$ cat src/rtl/tile_averager.sv
// Reduces one captured frame to a grid of 8x8 tile averages, emitted in raster order.
// Build option: define TILE_AVG_ROUND_EN to round averages half-up instead of truncating.
module tile_averager #(
  parameter int X0        = 200,
  parameter int Y0        = 250,
  parameter int IMG_W     = 320,
  parameter int IMG_H     = 240,
  parameter int TILE_LOG2 = 3
) (
  input  logic        clk,
  input  logic        rst,
  input  logic        start_in,
  input  logic [10:0] hcount_in,
  input  logic [9:0]  vcount_in,
  input  logic [3:0]  pixel_in,
  output logic        busy_out,
  output logic        tile_valid_out,
  output logic [3:0]  tile_avg_out,
  output logic [5:0]  tile_x_out,
  output logic [4:0]  tile_y_out,
  output logic        frame_done_out
);

  localparam int TILES_X = IMG_W >> TILE_LOG2;
  localparam int TILES_Y = IMG_H >> TILE_LOG2;
  localparam int SHIFT   = 2 * TILE_LOG2;
  localparam int ACC_W   = 4 + SHIFT;

  localparam logic [10:0] X_LO = 11'(X0);
  localparam logic [10:0] X_HI = 11'(X0 + IMG_W);
  localparam logic [9:0]  Y_LO = 10'(Y0);
  localparam logic [9:0]  Y_HI = 10'(Y0 + IMG_H);
  localparam logic [TILE_LOG2-1:0] SUB_LAST = '1;
  localparam logic [5:0] TX_LAST = 6'(TILES_X - 1);
  localparam logic [4:0] TY_LAST = 5'(TILES_Y - 1);

  typedef enum logic [1:0] {
    IDLE,
    ARM,
    CAPTURE,
    DONE
  } state_t;

  state_t state_q, state_d;

  logic [10:0] rx;
  logic [9:0]  ry;
  logic [5:0]  tx;
  logic [4:0]  ty;
  logic        in_win;
  logic        origin;
  logic        tile_first;
  logic        tile_last;
  logic        frame_last;
  logic        cap_en;
  logic [ACC_W-1:0] acc [TILES_X];
  logic [ACC_W-1:0] sum;
  logic [3:0]       avg;

  assign in_win = (hcount_in >= X_LO) && (hcount_in < X_HI) &&
                  (vcount_in >= Y_LO) && (vcount_in < Y_HI);
  assign rx = hcount_in - X_LO;
  assign ry = vcount_in - Y_LO;
  assign tx = 6'(rx >> TILE_LOG2);
  assign ty = 5'(ry >> TILE_LOG2);

  assign tile_first = (rx[TILE_LOG2-1:0] == '0) &&
                      (ry[TILE_LOG2-1:0] == '0);
  assign tile_last  = (rx[TILE_LOG2-1:0] == SUB_LAST) &&
                      (ry[TILE_LOG2-1:0] == SUB_LAST);
  assign origin     = in_win && (rx == '0) && (ry == '0);
  assign frame_last = tile_last && (tx == TX_LAST) && (ty == TY_LAST);

  assign sum = acc[tx] + ACC_W'(pixel_in);

`ifdef TILE_AVG_ROUND_EN
  logic [ACC_W:0] rnd;
  assign rnd = {1'b0, sum} + (ACC_W + 1)'(1 << (SHIFT - 1));
  assign avg = 4'(rnd >> SHIFT);
`else
  assign avg = 4'(sum >> SHIFT);
`endif

  // DONE holds off one cycle so a start alongside frame_done is dropped
  always_comb begin
    state_d = state_q;
    cap_en  = 1'b0;
    unique case (state_q)
      IDLE:    if (start_in) state_d = ARM;
      ARM: begin
        if (origin) begin
          state_d = CAPTURE;
          cap_en  = 1'b1;
        end
      end
      CAPTURE: begin
        cap_en = in_win;
        if (in_win && frame_last) state_d = DONE;
      end
      DONE:    state_d = IDLE;
    endcase
  end

  assign busy_out = (state_q == ARM) || (state_q == CAPTURE);

  always_ff @(posedge clk or posedge rst) begin
    if (rst) state_q <= IDLE;
    else     state_q <= state_d;
  end

  // First pixel of a tile overwrites the column slot, so no clear pass
  always_ff @(posedge clk or posedge rst) begin
    if (rst) begin
      for (int i = 0; i < TILES_X; i++) acc[i] <= '0;
    end else if (cap_en) begin
      acc[tx] <= tile_first ? ACC_W'(pixel_in) : sum;
    end
  end

  always_ff @(posedge clk or posedge rst) begin
    if (rst) begin
      tile_valid_out <= 1'b0;
      frame_done_out <= 1'b0;
      tile_avg_out   <= '0;
      tile_x_out     <= '0;
      tile_y_out     <= '0;
    end else begin
      tile_valid_out <= cap_en && tile_last;
      frame_done_out <= cap_en && frame_last;
      if (cap_en && tile_last) begin
        tile_avg_out <= avg;
        tile_x_out   <= tx;
        tile_y_out   <= ty;
      end
    end
  end

endmodule

$ cat config.mk
export PLATFORM = sky130hd
export DESIGN_NAME = tile_averager
export DESIGN_NICKNAME = d
export VERILOG_FILES = /design/src/rtl/tile_averager.sv
export SDC_FILE = /design/constraint.sdc
export NUM_CORES = 1
export LEC_CHECK = 0
export ABC_AREA = 1
export CORE_ASPECT_RATIO = 1.25
export CORE_MARGIN = 2
export CORE_UTILIZATION = 40
export CTS_CLUSTER_DIAMETER = 80
export DETAILED_ROUTE_END_ITERATION = 6
export PLACE_DENSITY = 0.67
export REMOVE_ABC_BUFFERS = 1
export SLEW_MARGIN = 20
export SYNTH_ARGS = -nofsm -noshare
export SYNTH_HDL_FRONTEND = slang
export SYNTH_SLANG_ARGS = --single-unit
$ cat constraint.sdc
create_clock -name clk -period 31.2 [get_ports clk]
set_input_delay 6.24 -clock clk [delete_from_list [all_inputs] [get_ports clk]]
set_output_delay 6.24 -clock clk [all_outputs]
set_load 0.01 [all_outputs]
### Yosys cells after proc, flatten, opt, wreduce, memory -nomap -nowiden

Index checks and enable logic that the tools add are counted.

| storage, ports and cells | value |
|---|---|
| register bits | 419 |
| latch bits | 0 |
| RAM bits | 0 |
| bits in read-only memories | 0 |
| input bits | 28 |
| logic and storage cells | 99 |
| memories | 0 |

| operators by class | value |
|---|---|
| add/subtract/negate cells | 3 |
| multipliers | 0 |
| div/mod/pow operators | 0 |
| order comparisons | 6 |
| eq/ne operators | 10 |
| shift-type cells | 0 |
| multiplexer cells | 13 |
| bitwise logic cells | 1 |
| reductions and logical operators | 20 |

Operators by type and width:

| operator | count |
|---|---|
| $bwmux W400 | 1 |
| $bmux W10 S6 | 1 |
| $demux W10 S6 | 1 |
| $mux W10 | 4 |
| $logic_and A1 B1 Y1 | 13 |
| $ge A11 B8 Y1 const B | 1 |
| $logic_not A11 Y1 | 1 |
| $lt A11 B10 Y1 const B | 1 |
| $sub A11 B8 Y11 const B | 1 |
| $add A10 B4 Y10 | 1 |
| $ge A10 B8 Y1 const B | 1 |
| $logic_not A10 Y1 | 1 |
| $lt A10 B9 Y1 const B | 1 |
| $sub A10 B8 Y10 const B | 1 |
| $pmux W2 S4 | 1 |
| $ge A7 B7 Y1 const B | 1 |
| $lt A7 B1 Y1 const B | 1 |
| $not A6 Y7 | 1 |
| $eq A3 B3 Y1 const B | 2 |
| $eq A6 B6 Y1 const B | 1 |
| $logic_not A3 Y1 | 2 |
| $mux W2 | 3 |
| $ne A2 B2 Y1 const B | 3 |
| $eq A5 B5 Y1 const B | 1 |
| 7 further kinds | 8 |

### Depth between registers and ports, before layout

| depth | value |
|---|---|
| depth in word-level cells | 9 |
| gate-level depth with buffers | 34 |
| gate-level depth less buffers | 27 |

### Worst setup path before layout

OpenSTA, ideal clock, no wires.

| path | value |
|---|---|
| kind | in2reg |
| from | in hcount_in[3] |
| to | reg acc[216] (netlist name) |
| arrival time | 10,421 ps |
| required time | 31,135 ps |
| setup slack | 20,713 ps |
| cell stages on the path | 29 |
| cell sequence | buf_4 inv_2 buf_4 buf_6 buf_4 buf_4 ha_1 inv_1 clkbuf_1 nand2_1 nor2_1 inv_1 buf_2 o22ai_1 or2_2 o31ai_1 nand3_1 nor2_1 ha_1 inv_1 fa_1 o31ai_1 inv_1 nor2_1 nand2_1 xor2_2 buf_2 nand3_1 nand2_1 |

| between the ends | value |
|---|---|
| cells in the longest elaborated chain, start to end | 8 |
| elaborated cells on any way between the ends | 23 |

Ends and longest elaborated chain:

| item | line | source |
|---|---|---|
| start, declared | 13 | `input logic [10:0] hcount_in,` |
| $sub A11 B8 Y11 (*) | 62 | `assign rx = hcount_in - X_LO;` |
| via rx[3] | 46 | `logic [10:0] rx;` |
| $not A6 Y7 | 74, 116 |  |
| $bmux W10 S6 | 74 | `assign sum = acc[tx] + ACC_W'(pixel_in);` |
| $mux W10 (not written as such) (2 in series) | 74 |  |
| $add A10 B4 Y10 | 74 |  |
| $mux W10 | 116 | `acc[tx] <= tile_first ? ACC_W'(pixel_in) : sum;` |
| $bwmux W400 | 116 |  |
| end signal, assigned by index | 116 |  |
| end, declared | 56 | `logic [ACC_W-1:0] acc [TILES_X];` |

Mark *: on every way through the listed nets, which the timed path passes. The rest lies on a longest branch. The select of a mux whose other input is x is not followed.
A chain may end at the register's enable or synchronous reset.

### Worst setup path after layout

| path | value |
|---|---|
| from | in hcount_in[3] |
| to | reg acc[356] (netlist name) |

| between the ends | value |
|---|---|
| cells in the longest elaborated chain, start to end | 8 |
| elaborated cells on any way between the ends | 23 |

Ends and longest elaborated chain:

| item | line |
|---|---|
| $sub A11 B8 Y11, or another cell as far along | 62 |
| $not A6 Y7 / $logic_and A1 B1 Y1 (equally long branches) | 74, 116, 60 |
| $bmux W10 S6 / $logic_and A1 B1 Y1 (equally long branches) | 74, 60 |
| $mux W10 (not written as such) / $logic_and A1 B1 Y1 (equally long branches) | 74, 61 |
| $mux W10 (not written as such) / $logic_and A1 B1 Y1 (equally long branches) | 74, 71 |
| $add A10 B4 Y10 / $logic_and A1 B1 Y1 (equally long branches) | 74, 71 |
| $mux W10 / $mux W1 (equally long branches) | 116, 91 |
| $bwmux W400 / $pmux W1 S2 (equally long branches) | 116, 88 |

Several ways; a longest one is shown, not always the timed one. The select of a mux whose other input is x is not followed.

==> run summary <==
The flow ran to the end, and the final reports show no timing, DRC or antenna violations. The number of pins exceeding their max-slew limit in the final report came out at 0. Clock-pin slew was measured on the worst setup and hold paths at 70 ps. The estimated wirelength of the detail-placed design is 42390 um. The number of levels in the clock H-tree is 2. The number of flip-flops and latches in the synthesized netlist is 419. Post-CTS repair changed the size of 0 cells. The type of the setup path with the least slack is primary input to register. The total area inside the core boundary comes to 0.05349 mm2. The average instance area after synthesis came out at 7.456 um2. The total overflow left after global routing is 0. The routed length per placed instance came out at 19.37 um. The area enclosed by the die boundary came out at 0.05560 mm2. Setup repair after global routing left no endpoint under its margin. The worst setup path is captured at a register. The initial detailed-routing violation count came out at 1888. The total via count in the routed design came out at 19270. The number of sinks handled by clock tree synthesis is 419. The chip height came out at 263.1 um. The cell sitting at the root of the clock tree is a sky130_fd_sc_hd__clkbuf_16.

The final worst slack is 17850 ps. In this run the worst hold path is classified as register to register. The remaining number of nets flagged by the antenna check after routing came out at 0. Dividing total power by cell area gives a power density of 55.48 mW/mm2. The share of the Yosys chip area taken by registers is 48.80%. The total count of hold-check failures in the final report came out at 0. In the final layout, the share of cells above drive strength 1 is 6.587%.

The minimum clock period after layout came out at 13350 ps. The post-synthesis instance total came out at 2882. Entering global routing, the biggest net connects 170 pins. The maximum fanout along the worst path came out at 46. Setup violations remaining at the end of the flow were counted as 0. The number of antenna violations at the first check in global routing is 0. The number of top-level pins came out at 46. The worst-skew pair later-pin latency is 560 ps. No sink is reached through more buffers than the 3 on the longest clock path. The worst reg2reg path depth came out at 17. The number of detailed-route iterations in the first pass came out at 5. In this run the cell area of the synthesized design comes to 0.02149 mm2.

The effective utilization at floorplan came out at 40.17%. The number of hold buffers added after CTS is 0. The final layout net count came out at 2861. The pin slew with the least headroom to its limit is 1156 ps. The die width is 211.3 um. Relative to the synthesized area, the layout overhead comes to 10.48%. The number of global-route vias before repair is 18450. The leakage dissipation is 12.80 nW. The count of cell types in the netlist came out at 41. The cell depth of the worst hold path is 2. The setup slack at placement came out at 17510 ps. The required time of the worst setup path came out at 31700 ps. The first global-routing pass estimated 107400 um of wire. The arrival time at the worst endpoint came out at 13850 ps. Setup total negative slack on the finished layout was measured at 0 ps. The critical path launch point type is a primary input. After floorplanning, the core was divided into 95 placement rows. The DRC violation count after routing is 0. The worst clock skew is 20.57 ps. The part of the cycle the worst path needs is 42.80%. The CTS tree is yes. The total power is 1.317 mW. The per-cell via count in the routed design is 5.454. The repair_antennas step left the layout with diodes totalling 0.

Global routing used 24.54% of the available tracks. The total of max-cap violations is 0. The global placement routability congestion is 0.9348.

Headroom to the max-slew limit came out at 22.93%. The number of warnings printed during yosys synthesis is 0. The fmax is 0.07488 GHz. The aggregate routed wire length came out at 68440 um.

The quantity of I/O buffers inserted on ports is 45. The highest ir drop seen on vdd came out at 80.09 uV. TritonCTS created 42 clock buffers. The count of buffers added by post-CTS timing repair for setup is 0.
## worst max-delay path: stages
cell	delay (ps)
sky130_fd_sc_hd__buf_4	210
sky130_fd_sc_hd__inv_4	330
sky130_fd_sc_hd__ha_2	360
sky130_fd_sc_hd__inv_2	240
sky130_fd_sc_hd__buf_4	570
sky130_fd_sc_hd__nor2_1	250
sky130_fd_sc_hd__nand2_1	670
sky130_fd_sc_hd__inv_1	520
sky130_fd_sc_hd__nand2_1	200
sky130_fd_sc_hd__o21ai_0	100
sky130_fd_sc_hd__o41ai_1	900
sky130_fd_sc_hd__nand3_1	210
sky130_fd_sc_hd__nor2_1	150
sky130_fd_sc_hd__ha_1	180
sky130_fd_sc_hd__inv_1	60
sky130_fd_sc_hd__fa_1	400
sky130_fd_sc_hd__o31ai_1	430
sky130_fd_sc_hd__inv_1	170
sky130_fd_sc_hd__nor2_1	150
sky130_fd_sc_hd__nand2_1	130
sky130_fd_sc_hd__xor2_4	500
sky130_fd_sc_hd__buf_4	480
sky130_fd_sc_hd__nand3_1	140
sky130_fd_sc_hd__nand2_1	110
## flip-flops by register name, indices dropped and copies added, names as in the netlist
name	cells
tile_y_out	5
state_q	2
tile_valid_out	1
tile_x_out	6
acc	400
frame_done_out	1
tile_avg_out	4
## through the flow
| step | std cells | cell area (um2) | utilization, % | hold slack (ps) |
|---|---|---|---|---|
| final | 3533 | 23740 | 44.38 | 473.8 |
| after global routing | 3533 | 23740 | 44.38 | 486.7 |
| after CTS | 3532 | 23710 | 44.33 | 474.4 |
| after detailed placement | 3455 | 22250 | 41.60 | 458.0 |
| after global placement | 3455 | 22250 | 41.60 | 453.9 |
| after floorplan | 2699 | 20590 | - | 436.7 |
## cell type report
type,instances,area (um2)
multi-input cells,2194,9882
fillers,5360,29750
repair buffers,78,728.2
well taps,679,849.6
inverters,86,335.3
clock inverters,23,239.0
clock buffers,54,1220
flip-flops and latches,419,10490
## cells in the final DEF (no fill, tap or decap), types with 7 or more instances in the layout
cell type,netlist,routed
sky130_fd_sc_hd__or2_2,11,11
sky130_fd_sc_hd__inv_1,76,74
sky130_fd_sc_hd__buf_4,25,32
sky130_fd_sc_hd__a21oi_1,32,32
sky130_fd_sc_hd__o211ai_1,7,7
sky130_fd_sc_hd__clkbuf_16,0,45
sky130_fd_sc_hd__clkdlybuf4s50_1,0,44
sky130_fd_sc_hd__o22ai_1,65,65
sky130_fd_sc_hd__o21ai_0,143,141
sky130_fd_sc_hd__ha_1,11,9
sky130_fd_sc_hd__nor2_1,128,128
sky130_fd_sc_hd__nand3_1,207,207
sky130_fd_sc_hd__nand4_1,51,51
sky130_fd_sc_hd__nor2_2,17,17
sky130_fd_sc_hd__dfrtp_1,419,419
sky130_fd_sc_hd__o21ai_1,21,18
sky130_fd_sc_hd__clkinv_2,0,10
sky130_fd_sc_hd__nand2_1,1431,1428
sky130_fd_sc_hd__nor2_8,20,20
sky130_fd_sc_hd__clkinvlp_4,0,8
## report_power, final
part	leakage, nW	total, mW	switching, mW	internal, mW
Sequential	5.77	0.554	0.00415	0.550
Clock	0.702	0.540	0.229	0.311
Combinational	6.33	0.223	0.178	0.0445
## per-layer routing
metal	wire [um]	track usage, %	vias up
met2	32020	39.90	881
met3	5381	3.400	178
li1	-	-	9074
met5	0	0	-
met4	3344	12.31	0
met1	27690	32.02	9137
## Yosys cell counts, drive strengths merged
library cell,n,share of area (%)
inv,81,1.4
o211ai,7,0.24
or2,12,0.35
o41ai,6,0.24
nand3,209,4.9
nor3,5,0.12
o21ai,164,3.8
clkbuf,103,1.8
fa,1,0.093
a21boi,1,0.035
nor4,3,0.087
xor2,7,0.32
a31oi,2,0.058
o31ai,4,0.14
nand4,51,1.5
o2111ai,2,0.082
dfrtp,419,49
buf,80,2.4
nand3b,2,0.070
xnor2,3,0.12
clkinv,5,0.087
o22ai,65,1.9
nor2,171,4.9
nand2,1435,25
a21oi,33,0.79
ha,11,0.64
## path summary, 6_finish.rpt
path                         startpoint        to  slack, ps
max in group asynchronous           rst  acc[286]      23440
hold / removal                 acc[391]  acc[391]        470
setup reg to reg               acc[300]  acc[356]      26560
min in group asynchronous           rst  acc[215]       6180
hold reg to reg                acc[391]  acc[391]        470
setup / recovery           hcount_in[3]  acc[356]      17850
## cell families (layout without fill, tap and decap cells)
group / after synthesis / after routing / share of synthesized area (%)
AND/OR/NAND/NOR: 1888 / 1888 / 37.05
flip-flops: 419 / 419 / 48.80
AO/OA/AOI/OAI: 284 / 284 / 7.302
buffers and inverters: 269 / 241 / 5.678
adder cells (fa/ha/maj): 12 / 12 / 0.7337
XOR/XNOR: 10 / 10 / 0.4426
No activity file was read; power rests on OpenSTA's default activity.
